## src/rtl/seg7_seq_monitor.sv

```systemverilog
// Two-digit seven-segment sequence monitor.
// Debounces the displayed pair, decodes it to 0..15 and checks that successive
// accepted values step by one in the direction given by up. Errors are counted
// and latch the FSM into a fault state until clear.
module seg7_seq_monitor #(
  parameter int unsigned STABLE_CYCLES = 4
) (
  input  logic       clk,
  input  logic       rst,
  input  logic [6:0] decsegm,
  input  logic [6:0] unisegm,
  input  logic       up,
  input  logic       clear,
  output logic [3:0] value,
  output logic       accept,
  output logic       err_pattern,
  output logic       err_step,
  output logic       fault,
  output logic [7:0] step_count,
  output logic [7:0] err_count
);

  localparam logic [3:0] StableMax = 4'(STABLE_CYCLES);
  // Blank display: all segments off (active-low).
  localparam logic [13:0] PairBlank = 14'h3fff;

  typedef enum logic [1:0] {
    StSync,
    StTrack,
    StFault
  } state_e;

  state_e      state_q;
  logic [6:0]  dec_q;
  logic [6:0]  uni_q;
  logic [3:0]  cnt_q;
  logic [3:0]  cnt_d;
  logic [13:0] pair_in;
  logic [13:0] pair_q;
  logic [13:0] last_q;

  logic        accept_evt;
  logic [4:0]  dec_tens;
  logic [4:0]  dec_units;
  logic [4:0]  pair_sum;
  logic        pair_legal;
  logic [3:0]  pair_val;
  logic [3:0]  expected;
  logic        step_ok;
  logic [7:0]  step_count_inc;
  logic [7:0]  err_count_inc;

  // Returns {valid, digit[3:0]} for one active-low {g,f,e,d,c,b,a} pattern.
  function automatic logic [4:0] seg_decode(input logic [6:0] seg);
    logic [4:0] res;
    case (seg)
      7'b1000000: res = {1'b1, 4'd0};
      7'b1111001: res = {1'b1, 4'd1};
      7'b0100100: res = {1'b1, 4'd2};
      7'b0110000: res = {1'b1, 4'd3};
      7'b0011001: res = {1'b1, 4'd4};
      7'b0010010: res = {1'b1, 4'd5};
      7'b0000010: res = {1'b1, 4'd6};
      7'b1111000: res = {1'b1, 4'd7};
      7'b0000000: res = {1'b1, 4'd8};
      7'b0010000: res = {1'b1, 4'd9};
      default:    res = {1'b0, 4'd0};
    endcase
    return res;
  endfunction

  assign pair_in = {decsegm, unisegm};
  assign pair_q  = {dec_q, uni_q};

  // Stability counter next state: restart whenever the newly registered pair differs.
  always_comb begin
    cnt_d = cnt_q;
    if (pair_in != pair_q) begin
      cnt_d = 4'd0;
    end else if (cnt_q != StableMax) begin
      cnt_d = cnt_q + 4'd1;
    end
  end

  // A pair is taken once it has been stable long enough and is not the one already taken.
  assign accept_evt = (cnt_d == StableMax) && (pair_q != last_q);

  // Decode the held pair and form the expected next value of the sequence.
  always_comb begin
    dec_tens   = seg_decode(dec_q);
    dec_units  = seg_decode(uni_q);
    pair_sum   = (dec_tens[0] ? 5'd10 : 5'd0) + {1'b0, dec_units[3:0]};
    pair_legal = dec_tens[4] && dec_units[4] && (dec_tens[3:0] <= 4'd1) && (pair_sum <= 5'd15);
    pair_val   = pair_sum[3:0];
    // 4-bit arithmetic gives the 15->0 and 0->15 wrap for free.
    expected   = up ? (value + 4'd1) : (value - 4'd1);
    step_ok    = (pair_val == expected);
  end

  // Saturating increments for the two event counters.
  always_comb begin
    step_count_inc = (step_count == 8'hff) ? step_count : step_count + 8'd1;
    err_count_inc  = (err_count == 8'hff) ? err_count : err_count + 8'd1;
  end

  // Input registers and stability counter.
  always_ff @(posedge clk or posedge rst) begin
    if (rst) begin
      dec_q <= 7'h7f;
      uni_q <= 7'h7f;
      cnt_q <= 4'd0;
    end else begin
      dec_q <= decsegm;
      uni_q <= unisegm;
      cnt_q <= cnt_d;
    end
  end

  // Sequence-check FSM with registered pulses, counters and value.
  always_ff @(posedge clk or posedge rst) begin
    if (rst) begin
      state_q     <= StSync;
      value       <= 4'd0;
      accept      <= 1'b0;
      err_pattern <= 1'b0;
      err_step    <= 1'b0;
      fault       <= 1'b0;
      step_count  <= 8'd0;
      err_count   <= 8'd0;
      last_q      <= PairBlank;
    end else begin
      accept      <= 1'b0;
      err_pattern <= 1'b0;
      err_step    <= 1'b0;
      if (clear) begin
        // Clear wins over a same-edge acceptance; value is deliberately kept.
        state_q    <= StSync;
        fault      <= 1'b0;
        step_count <= 8'd0;
        err_count  <= 8'd0;
        last_q     <= '0;
      end else if (accept_evt) begin
        // Remember even illegal pairs so a held bad pattern is flagged only once.
        last_q <= pair_q;
        if (!pair_legal) begin
          err_pattern <= 1'b1;
          err_count   <= err_count_inc;
          state_q     <= StFault;
          fault       <= 1'b1;
        end else begin
          value  <= pair_val;
          accept <= 1'b1;
          case (state_q)
            StSync: begin
              state_q <= StTrack;
            end
            StTrack: begin
              if (step_ok) begin
                step_count <= step_count_inc;
              end else begin
                err_step  <= 1'b1;
                err_count <= err_count_inc;
                state_q   <= StFault;
                fault     <= 1'b1;
              end
            end
            StFault: begin
              if (!step_ok) begin
                err_step  <= 1'b1;
                err_count <= err_count_inc;
              end
            end
            default: begin
              state_q <= StSync;
              fault   <= 1'b0;
            end
          endcase
        end
      end
    end
  end

endmodule

```

## config.mk

```make
export PLATFORM = sky130hd
export DESIGN_NAME = seg7_seq_monitor
export DESIGN_NICKNAME = d
export VERILOG_FILES = /design/src/rtl/seg7_seq_monitor.sv
export SDC_FILE = /design/constraint.sdc
export NUM_CORES = 1
export LEC_CHECK = 0
export CORE_UTILIZATION = 40
export CTS_CLUSTER_DIAMETER = 50
export CTS_CLUSTER_SIZE = 16
export DETAILED_ROUTE_END_ITERATION = 10
export PLACE_DENSITY = 0.68
export SLEW_MARGIN = 10
export SYNTH_ARGS = -nofsm -noshare
export SYNTH_HDL_FRONTEND = slang
export SYNTH_SLANG_ARGS = --single-unit
```

## constraint.sdc

```tcl
create_clock -name clk -period 5.3 [get_ports clk]
set_input_delay 1.06 -clock clk [delete_from_list [all_inputs] [get_ports clk]]
set_output_delay 1.06 -clock clk [all_outputs]
set_load 0.01 [all_outputs]
```

==> metrics.cfg <==
[outcome]
status=complete, no violations

[synth]
netlist_top_cells_count=39 x nand2_1, 30 x dfrtp_1, 28 x dfstp_2, 25 x a21oi_1, 24 x xnor2_1
ys_seq_area_share_pct=43.1
synthDistinctLibCells=61
postSynth.asyncResetShare_pct=100
postSynthAreaPerCell_um2=9.83
synth_top_cell_by_area=dfrtp_1
syn_nets=382
syn_inst=351
ys.flop_type=dfrtp_1
synth_area_um2=3450
synth-edff-count=0
ys_warn_count=0
netlist.area_leader.share_pct=21.8
ys_seq_elements=58
synth.area.top_cells=dfrtp_1 22%, dfstp_2 21%, xnor2_1 6.1%
synth.most_common_cell=nand2_1

[worst_setup_path]
slowest_delay_ns=0.68
worstSetupEndpointType=flip-flop
regToRegStartpoint=uni_q[4]
cp_slowest_cell=dfstp_2
cpLargestDelayFamily=compound AO/OA/AOI/OAI gates
cp_max_fo=14
r2r_setup_slack_ns=1.27
crit_path_frequent_cell=xnor2_1
cp.required_ns=5.56
worstSetupPathType=flip-flop to flip-flop
reg2regPathDepth=12
cp_num_buf_inv=0
rr_endpoint=step_count[7]
startpoint_type=flip-flop
cp.arrival_ns=4.29
crit_chain=xnor2_1, o31a_1, o22ai_1, ha_1, ha_1, xor2_1, xnor2_1, xnor2_1, nor3_1, o2111ai_4, or4_1, a21oi_1

[floorplanning]
die_h_um=94.9
rows=33
io_pins=42
dieArea_um2=9000
core_area_um2=8300
die_x_um=94.9
start_util_pct=41.6

[clocking]
cts_max_level=3
cts-root-buf=clkbuf_8
cts_tree=done
clkTransAtPathRegs_ns=0.07
cts_setup_buffers=0
clkLatencyLatePin_ns=0.34
cts_buffer_depth=2
hold_buffers=0
numCtsBuffers=9
cts_resized=0
clock_sinks=58

[min_path]
min_to=last_q[9]
hp-class=flip-flop to flip-flop
min_from=last_q[9]
hold_depth=2

[final_layout]
syn_to_final_growth_pct=19.0
antenna_cells=0
multiInputGateArea_um2=1800
seq_area_um2=1490
fill_cells=771
fin_area_um2=4110
nets=417
drive_gt1_share_pct=15.9

[global_route]
grt_pass1_vias=2605
grt_pass1_wl_mm=12.7
grt_use_total_pct=18.5
antenna_found_initial=0
overflow=0
grt_max_degree=59

[detailed_routing]
route.detailed.drc=0
routedWlPerCell_um=15.1
routed_wl_mm=7.49
drt-initial-drc-count=180
vias=2678
ant_nets=0
vias_per_cell=5.40
dr.pass1.iters=4

[sta]
clock.fmax_ghz=0.248
maxSlewViolCount=0
rsz0062_at_grt=false
hold_viol=0
finalCritPeriodShare_pct=76.1
setup_viol=0
fin_tns_setup_ns=0
slew_headroom_pct=47.0
skew_ns=0.00712
tightest_slew_ns=0.796
fin_ws_ns=1.27
finalCriticalPeriod_ns=4.03

[power]
peakVddDrop_v=0.000144
static-leakage-power_uw=0.00157
powerDensity_nw_per_um2=229

[placed_design]
port_buffers=41
finalWeightedCongestion=0.786
dp.final_hpwl_mm=5.19
place_ws_ns=1.24
place_area_um2=3910

[run]
cap_viol_max_count=0

[power breakdown]
| group | internal (uW) | switching, uW | leakage (uW) |
|---|---|---|---|
| combinational | 31.2 | 33.7 | 0.000759 |
| sequential | 454 | 17.6 | 0.000706 |
| clock | 233 | 170 | 0.000106 |
[worst reg2reg max path: cells and delay by family (launching register included)]
kind	cells	cell delay, ns
adder cells (fa/ha/maj)	2	0.45
XOR/XNOR	4	0.68
AO/OA/AOI/OAI	4	1.15
AND/OR/NAND/NOR	2	1.00
flip-flops	1	0.68
[cell families (layout without fill, tap and decap cells)]
family / Yosys count / after routing / share of synthesized area, %
xor gates and xnor gates: 42 / 42 / 10.7
and+or+nand+nor: 129 / 129 / 19.4
adders and majority gates: 13 / 13 / 4.93
buffers and inverters: 35 / 75 / 4.79
muxes: 6 / 6 / 1.85
AOI/OAI and AO/OA: 68 / 68 / 15.3
DFF: 58 / 58 / 43.1
[stage by stage]
| stage | util [%] | hold slack (ns) | power (uW) | cells |
|---|---|---|---|---|
| floorplan | - | 0.455 | 517 | 351 |
| global placement | 47.1 | 0.460 | 543 | 480 |
| detailed placement | 47.1 | 0.467 | 544 | 480 |
| CTS | 49.5 | 0.475 | 952 | 496 |
| global route | 49.5 | 0.485 | 979 | 496 |
| finish | 49.5 | 0.473 | 940 | 496 |
[registers in the layout, indices dropped and copies added (netlist names)]
register / count
last_q: 14
err_count: 8
step_count: 8
dec_q: 7
uni_q: 7
cnt_q: 4
value: 4
state_q: 2
accept: 1
err_pattern: 1
err_step: 1
fault: 1
[area by class of cell]
class,count,share of cell area (%)
Clock buffer,15,4.78
Clock inverter,1,0.122
Inverter,15,1.37
Multi-Input combinational cell,258,43.8
Sequential cell,58,36.2
Tap cell,105,3.20
Timing Repair Buffer,44,10.5
[per-layer routing]
layer | wire length, um | track usage [%] | up-vias
li1 | - | - | 1315
met3 | 249 | 3.62 | 12
met2 | 3730 | 30.2 | 51
met4 | 148 | 7.83 | 0
met1 | 3360 | 23.7 | 1300
met5 | 0 | 0 | -
[worst max path at each step]
| stage | startpoint | slack [ns] | end | depth (start not counted) |
|---|---|---|---|---|
| 2_1_floorplan | uni_q[4] | 2.03 | step_count[3] | 14 |
| 3_3_place_gp | unisegm[3] | 1.25 | err_count[5] | 8 |
| 3_5_place_dp | unisegm[3] | 1.24 | err_count[5] | 8 |
| 4_1_cts | uni_q[4] | 1.28 | step_count[7] | 12 |
| 5_1_grt | uni_q[4] | 1.10 | step_count[7] | 12 |
| 6_report | uni_q[4] | 1.27 | step_count[7] | 12 |
[cell usage in the layout (no fill, tap or decap), types with 4 or more instances in the layout]
master / n
nand3b_1: 4
xnor2_1: 24
or4_1: 4
ha_1: 12
dfrtp_1: 30
nor4_1: 6
nor3_1: 12
nand2_1: 39
xor2_1: 18
clkbuf_8: 14
or3_1: 5
a21oi_1: 25
o31ai_1: 5
clkdlybuf4s50_1: 41
nand4_1: 7
nand3_1: 12
a211oi_1: 4
nor2_1: 19
dfstp_2: 28
and3_1: 4
inv_1: 14
o21ai_0: 8
(Power assumes the default switching activity.)
